==> src/rtl/ram_bist_master_if.sv <==
// rtl/ram_bist_master_if.sv - single-port RAM access bus between the BIST master and the RAM
interface ram_bist_master_if #(
    parameter int DATA_WIDTH = 8,
    parameter int ADDR_WIDTH = 4
);
    logic                  en;
    logic                  wr_rd;
    logic [ADDR_WIDTH-1:0] addr;
    logic [DATA_WIDTH-1:0] data_in;
    logic [DATA_WIDTH-1:0] data_out;
    logic                  out_en;

    modport master (
        output en, wr_rd, addr, data_in,
        input  data_out, out_en
    );

    modport slave (
        input  en, wr_rd, addr, data_in,
        output data_out, out_en
    );
endinterface

==> src/rtl/ram_bist_master.sv <==
// rtl/ram_bist_master.sv - write/read-back RAM self-test master; optional RAM_BIST_INVERT_PASS_EN adds an inverted-pattern pass
module ram_bist_master #(
    parameter int DATA_WIDTH = 8,
    parameter int ADDR_WIDTH = 4,
    parameter int DEPTH      = 16,
    parameter int TIMEOUT    = 15,
    parameter int ERR_W      = 8
) (
    input  logic                  clk,
    input  logic                  rstn,
    input  logic                  start,
    input  logic [DATA_WIDTH-1:0] seed,
    output logic                  busy,
    output logic                  done,
    output logic                  pass,
    output logic [ERR_W-1:0]      err_count,
    output logic [ADDR_WIDTH-1:0] first_fail_addr,
    output logic                  timeout,
`ifdef RAM_BIST_INVERT_PASS_EN
    output logic                  pass_phase,
`endif
    ram_bist_master_if.master     ram
);
    localparam int WAIT_W = $clog2(TIMEOUT + 1);
    localparam logic [ADDR_WIDTH-1:0] LAST_ADDR = ADDR_WIDTH'(DEPTH - 1);

    typedef enum logic [2:0] {IDLE, WRITE, RD_REQ, RD_WAIT, RD_GAP, DONE} state_t;

    state_t                state;
    logic [DATA_WIDTH-1:0] seed_q;
    logic [WAIT_W-1:0]     wait_cnt;
    logic                  phase;
    logic [ADDR_WIDTH-1:0] addr_nxt;
    logic                  mismatch;

    function automatic logic [DATA_WIDTH-1:0] pat(input logic [DATA_WIDTH-1:0] s,
                                                  input logic [ADDR_WIDTH-1:0] a,
                                                  input logic inv);
        logic [DATA_WIDTH-1:0] p;
        p = s + DATA_WIDTH'(a);
        return inv ? ~p : p;
    endfunction

    assign addr_nxt = ram.addr + 1'b1;
    assign mismatch = (ram.data_out != pat(seed_q, ram.addr, phase));

`ifdef RAM_BIST_INVERT_PASS_EN
    assign pass_phase = phase;
`endif

    always_ff @(posedge clk) begin
        if (!rstn) begin
            state           <= IDLE;
            ram.en          <= 1'b0;
            ram.wr_rd       <= 1'b0;
            ram.addr        <= '0;
            ram.data_in     <= '0;
            busy            <= 1'b0;
            done            <= 1'b0;
            pass            <= 1'b0;
            err_count       <= '0;
            first_fail_addr <= '0;
            timeout         <= 1'b0;
            seed_q          <= '0;
            wait_cnt        <= '0;
            phase           <= 1'b0;
        end else begin
            case (state)
                IDLE, DONE: begin
                    ram.en <= 1'b0;
                    if (start) begin
                        seed_q          <= seed;
                        err_count       <= '0;
                        first_fail_addr <= '0;
                        timeout         <= 1'b0;
                        done            <= 1'b0;
                        pass            <= 1'b0;
                        busy            <= 1'b1;
                        phase           <= 1'b0;
                        ram.en          <= 1'b1;
                        ram.wr_rd       <= 1'b1;
                        ram.addr        <= '0;
                        ram.data_in     <= seed;
                        state           <= WRITE;
                    end
                end
                WRITE: begin
                    if (ram.addr == LAST_ADDR) begin
                        ram.addr  <= '0;
                        ram.wr_rd <= 1'b0;
                        state     <= RD_REQ;
                    end else begin
                        ram.addr    <= addr_nxt;
                        ram.data_in <= pat(seed_q, addr_nxt, phase);
                    end
                end
                RD_REQ: begin
                    wait_cnt <= '0;
                    state    <= RD_WAIT;
                end
                RD_WAIT: begin
                    if (ram.out_en) begin
                        if (mismatch) begin
                            if (err_count == '0)
                                first_fail_addr <= ram.addr;
                            if (err_count != {ERR_W{1'b1}})
                                err_count <= err_count + 1'b1;
                        end
                        ram.en <= 1'b0;
                        state  <= RD_GAP;
                    end else if (wait_cnt == WAIT_W'(TIMEOUT - 1)) begin
                        // Abort the whole run: a dead RAM port makes later reads meaningless.
                        timeout <= 1'b1;
                        ram.en  <= 1'b0;
                        busy    <= 1'b0;
                        done    <= 1'b1;
                        pass    <= 1'b0;
                        state   <= DONE;
                    end else begin
                        wait_cnt <= wait_cnt + 1'b1;
                    end
                end
                RD_GAP: begin
                    if (ram.addr != LAST_ADDR) begin
                        ram.addr <= addr_nxt;
                        ram.en   <= 1'b1;
                        state    <= RD_REQ;
                    end
`ifdef RAM_BIST_INVERT_PASS_EN
                    else if (!phase) begin
                        phase       <= 1'b1;
                        ram.addr    <= '0;
                        ram.en      <= 1'b1;
                        ram.wr_rd   <= 1'b1;
                        ram.data_in <= ~seed_q;
                        state       <= WRITE;
                    end
`endif
                    else begin
                        busy  <= 1'b0;
                        done  <= 1'b1;
                        pass  <= (err_count == '0) && !timeout;
                        state <= DONE;
                    end
                end
                default: state <= IDLE;
            endcase
        end
    end
endmodule

==> src/flat_wrapper.sv <==
// flat-port wrapper written by rule: the top's interface ports become plain ports
module ram_bist_master_flat 
#(
    parameter int DATA_WIDTH = 8,
    parameter int ADDR_WIDTH = 4,
    parameter int DEPTH      = 16,
    parameter int TIMEOUT    = 15,
    parameter int ERR_W      = 8
)
  (clk, rstn, start, seed, busy, done, pass, err_count, first_fail_addr, timeout, ram_en, ram_wr_rd, ram_addr, ram_data_in, ram_data_out, ram_out_en);
  ram_bist_master_if #(.DATA_WIDTH(DATA_WIDTH), .ADDR_WIDTH(ADDR_WIDTH)) ram_i ();
  input  logic clk;
  input  logic rstn;
  input  logic start;
  input  logic [DATA_WIDTH-1:0] seed;
  output logic busy;
  output logic done;
  output logic pass;
  output logic [ERR_W-1:0] err_count;
  output logic [ADDR_WIDTH-1:0] first_fail_addr;
  output logic timeout;
  output wire logic [$bits(ram_i.en)-1:0] ram_en;
  output wire logic [$bits(ram_i.wr_rd)-1:0] ram_wr_rd;
  output wire logic [$bits(ram_i.addr)-1:0] ram_addr;
  output wire logic [$bits(ram_i.data_in)-1:0] ram_data_in;
  input wire logic [$bits(ram_i.data_out)-1:0] ram_data_out;
  input wire logic [$bits(ram_i.out_en)-1:0] ram_out_en;
  assign ram_en = ram_i.en;
  assign ram_wr_rd = ram_i.wr_rd;
  assign ram_addr = ram_i.addr;
  assign ram_data_in = ram_i.data_in;
  assign ram_i.data_out = ram_data_out;
  assign ram_i.out_en = ram_out_en;
  ram_bist_master #(.DATA_WIDTH(DATA_WIDTH), .ADDR_WIDTH(ADDR_WIDTH), .DEPTH(DEPTH), .TIMEOUT(TIMEOUT), .ERR_W(ERR_W)) u_core (.clk(clk), .rstn(rstn), .start(start), .seed(seed), .busy(busy), .done(done), .pass(pass), .err_count(err_count), .first_fail_addr(first_fail_addr), .timeout(timeout), .ram(ram_i));
endmodule
==> config.mk <==
export PLATFORM = sky130hd
export DESIGN_NAME = ram_bist_master_flat
export DESIGN_NICKNAME = d
export VERILOG_FILES = /design/src/rtl/ram_bist_master_if.sv /design/src/rtl/ram_bist_master.sv /design/src/flat_wrapper.sv
export SDC_FILE = /design/constraint.sdc
export NUM_CORES = 1
export LEC_CHECK = 0
export ABC_AREA = 1
export BUFFER_PORTS_ARGS = -buffer_cell sky130_fd_sc_hd__buf_2
export CORE_MARGIN = 8
export CORE_UTILIZATION = 53
export CTS_BUF_LIST = sky130_fd_sc_hd__clkbuf_4 sky130_fd_sc_hd__clkbuf_8
export DETAILED_ROUTE_END_ITERATION = 10
export PLACE_DENSITY_LB_ADDON = 0.1
export SKIP_CTS_REPAIR_TIMING = 1
export SLEW_MARGIN = 20
export SYNTH_ARGS = -nofsm -noshare
export SYNTH_HDL_FRONTEND = slang
export SYNTH_SLANG_ARGS = --single-unit
==> constraint.sdc <==
create_clock -name clk -period 2 [get_ports clk]
set_input_delay 0.3 -clock clk [delete_from_list [all_inputs] [get_ports clk]]
set_output_delay 0.3 -clock clk [all_outputs]
set_load 0.03 [all_outputs]
==> metrics.md <==
| Metric | Value |
|---|---|
| Max-Cap Viols | `0` |
| Clock Skew | `0.0115 ns` |
| Async SR Flop Fraction | `0%` |
| RSZ-0062 raised after global routing | `true` |
| Reg-to-Reg Start | `u_core.ram.addr[0]$_SDFFE_PN0P_` |
| Syn avg cell area | `6.63 µm²` |
| P_sw | `2.33 mW` |
| First-pass GRT wire length | `12500 µm` |
| Sequential area share after synthesis | `31.4%` |
| Placed cells | `560` |
| Die area | `8030 µm²` |
| Clock Tree Buf Depth | `2` |
| Routability cong. | `0.847` |
| Fin nets | `approximately 530` |
| Vias in the first global route | `2924` |
| Max frequency | `about 470 MHz` |
| Dpl ws | `-0.0690 ns` |
| Synth Flop Type | `dfxtp_1` |
| Initial core utilization | `53.5%` |
| P_int | `2.36 mW` |
| EDFF count, synth | `0` |
| Syn Std Cell Area | `2870 µm²` |
| Routed WL | `7370 µm` |
| Worst Path Required | `2.21 ns` |
| Crit path capture type | `flop` |
| Reg2Reg Setup Slack | `-0.12 ns` |
| Slew HR | `between 60% and 70%` |
| Routed length per instance | `12.9 µm` |
| Slowest stage delay, CP | `0.52 ns` |
| Setup-failing EPs final | `14` |
| Cells along the critical path | `ha_4 -> fa_2 -> xnor2_1 -> nand3_1 -> nor2_1 -> nand3_1 -> nor2_4 -> nand2_4 -> nand3_2 -> nand2_1 -> inv_1 -> nor2_1` |
| Pwr dens | `~1400 nW/µm²` |
| #FFs+latches synth | `45` |
| Final period utilization | `106%` |
| Reg2Reg Depth | `12` |
| GR Overflow Total | `0` |
| Largest net degree at the start of global routing | `29` |
| CP startpoint kind | `flop` |
| DP HPWL | `between 5000 and 6000 µm` |
| Fin util | `between 60% and 70%` |
| Layout cells sized above 1 | `between 20% and 30%` |
| Mapped Cells | `433` |
| Synth cell types | `43` |
| Sequential fraction of design power | `30.3%` |
| Synthesized net count | `468` |
| Worst-path fanout max | `6` |
| Hold Path Cell Cnt | `3` |
| Hold Path Sink | `u_core.seed_q[1]$_SDFFE_PN0P_` |
| TritonCTS Buffers | `5` |
| Clock network fraction of total power | `between 10% and 20%` |
| GRT Util Overall | `around a fifth` |
| Min-delay src | `seed[1]` |
| Cell row count | `27` |
| Post-route cell area | `3470 µm²` |
| Initial DRC count | `between 150 and 200` |
| Worst Tran Pin Value | `~0.56 ns` |
| Final min period | `2.12 ns` |
| H-tree depth | `2` |
| Num ports | `50` |
| Slowest cell on the critical path | `fa_2` |
| CTS tree | `yes` |
| Filler cells | `around 500` |
| Ant diodes | `0` |
| Final Worst Setup Slack | `-0.120 ns` |
| Comb pwr share | `56.5%` |
| Setup TNS | `-1.26 ns` |
| Vias per cell | `5.10` |
| Worst hold slack | `0.230 ns` |
| Outcome | `finished with violations` |
| Failing checks | `negative setup slack` |
| Clock tree root buffer cell | `clkbuf_8` |
| DP Area | `3290 µm²` |
| Die height | `between 80 and 90 µm` |
| Tot Pwr | `roughly 4.7 mW` |
| Worst-Skew Late Latency | `0.31 ns` |
| Critical setup path kind | `flop to flop` |
| Capture point of the worst reg-to-reg path | `u_core.err_count[2]$_SDFFE_PN0P_` |
| Maximum vdd drop | `0.799 mV` |
| Ys Warns | `0` |
| Antenna Nets Post-Route | `0` |
| DRC Markers | `0` |
| Initial DRT Pass Iterations | `4` |
| Sw frac | `49.7%` |
| Buffer and inverter count on the worst path | `1` |
| Vias | `2914` |
| Clock sink count | `45` |
| Layout Cells excl Fill | `571` |
| Port buffer count | `between 40 and 50` |
| CTS clk-pin slew, worst paths | `roughly 0.1 ns` |
| Leakage power | `between 1.5 and 2 nW` |
| Final hold vios | `0` |
| Core area | `about 5400 µm²` |
| Critical path arrival | `approximately 2.3 ns` |
| Area Growth Syn to Fin | `20.9%` |
| Cell family with most CP delay | `simple AND/OR/NAND/NOR gates` |
| Initial antenna violation count | `0` |
| Die Wd | `89.6 µm` |
| HP Class | `input port to flop` |
| Max-slew violations | `0` |
==> cells in the final DEF (no fill, tap or decap), types with 7 or more instances in the layout <==
master | synthesis | final
a21oi_2 | 4 | 7
buf_2 | 4 | 49
dfxtp_1 | 45 | 42
buf_4 | 1 | 16
nand3_1 | 24 | 24
o21ai_0 | 27 | 26
a21oi_1 | 26 | 23
inv_2 | 5 | 9
ha_1 | 13 | 12
nor2_1 | 56 | 55
inv_1 | 60 | 56
nand4_1 | 9 | 9
nand2_1 | 101 | 97
==> worst register-to-register path, delay by kind of cell, from the launching register on <==
kind	cells	cell delay, ns
buffers and inverters	1	0.05
AND/OR/NAND/NOR	8	0.82
adder cells (fa/ha/maj)	2	0.68
XOR/XNOR	1	0.11
flip-flops	1	0.37
==> routing by layer <==
layer	up-vias	wire (µm)	global-route usage [%]	share of wire [%]
li1	1524	-	-	-
met1	1327	3200	22.0	43
met2	56	3750	35.8	51
met3	7	335	3.82	4.5
met4	0	87	6.50	1.2
met5	-	0	0	0
==> cells in the mapped netlist (2+ instances only) <==
library cell    n  area share [%]
a21oi_1        26             4.5
ha_1           13             5.7
nor3_1          6             1.0
inv_1          60             7.8
clkbuf_1        2            0.26
nand4_1         9             2.0
nand2_1       101              13
xor2_1          4             1.2
fa_1            2             1.4
nand3_4         2             1.2
nor4_1          2            0.44
o21ai_0        27             4.7
buf_2           4            0.70
a211oi_1        2            0.52
a21oi_2         4             1.2
xnor2_1         4             1.2
nor3b_1         2            0.52
nand3b_1        6             1.6
nor3_2          2            0.70
inv_2           5            0.65
nand3_1        24             4.2
a31oi_1         3            0.65
nor2_1         56             7.3
nor2_2          2            0.44
or2_2           3            0.65
dfxtp_1        45              31
==> worst max path at each step <==
| stage | from | to | slack (ns) | depth (start not counted) |
|---|---|---|---|---|
| 2_1_floorplan | u_core.ram.addr[0]$_SDFFE_PN0P_ | u_core.first_fail_addr[0]$_SDFFE_PN0P_ | 0.01 | 12 |
| 3_3_place_gp | u_core.ram.addr[0]$_SDFFE_PN0P_ | u_core.ram.data_in[7]$_SDFFE_PN0P_ | -0.02 | 12 |
| 3_5_place_dp | u_core.ram.addr[0]$_SDFFE_PN0P_ | u_core.ram.data_in[7]$_SDFFE_PN0P_ | -0.07 | 12 |
| 4_1_cts | u_core.ram.addr[0]$_SDFFE_PN0P_ | u_core.first_fail_addr[0]$_SDFFE_PN0P_ | -0.08 | 12 |
| 5_1_grt | u_core.ram.addr[0]$_SDFFE_PN0P_ | u_core.first_fail_addr[0]$_SDFFE_PN0P_ | -0.23 | 12 |
| 6_report | u_core.ram.addr[0]$_SDFFE_PN0P_ | u_core.err_count[2]$_SDFFE_PN0P_ | -0.12 | 12 |
==> flip-flops by register name, indices dropped and copies added (netlist names) <==
name	flops
u_core.ram.wr_rd	1
u_core.wait_cnt	4
u_core.state	3
u_core.timeout	1
u_core.ram.addr	4
u_core.ram.en	1
u_core.pass	1
u_core.err_count	8
u_core.ram.data_in	8
u_core.done	1
u_core.first_fail_addr	4
u_core.seed_q	8
u_core.busy	1
==> power groups by stage <==
stage / clock network (mW) / registers (mW) / logic, mW
after floorplan: 0 / 1.81 / 1.44
after global placement: 0 / 1.42 / 2.49
after detailed placement: 0 / 1.43 / 2.53
after CTS: 0.625 / 1.42 / 2.54
after global routing: 0.654 / 1.46 / 2.97
final: 0.620 / 1.42 / 2.65
==> cell type report <==
type / instances / area, µm² / area share (%)
Clock buffer: 6 / 82.6 / 2.38
Clock inverter: 2 / 13.8 / 0.396
Inverter: 67 / 254 / 7.32
Multi-Input combinational cell: 314 / 1760 / 50.7
Sequential cell: 45 / 907 / 26.1
Tap cell: 72 / 90.1 / 2.59
Timing Repair Buffer: 65 / 365 / 10.5
==> kinds of logic (layout without fill, tap and decap cells) <==
kind of cell / count (synthesis) / after routing / share of synthesized area [%]
flops: 45 / 45 / 31.4
xor+xnor: 8 / 8 / 2.44
buf+inv: 76 / 140 / 10.4
simple gates: 219 / 221 / 34.4
fa+ha+maj: 15 / 15 / 7.06
compound gates: 70 / 70 / 14.4
No activity file was read; power rests on OpenSTA's default activity.
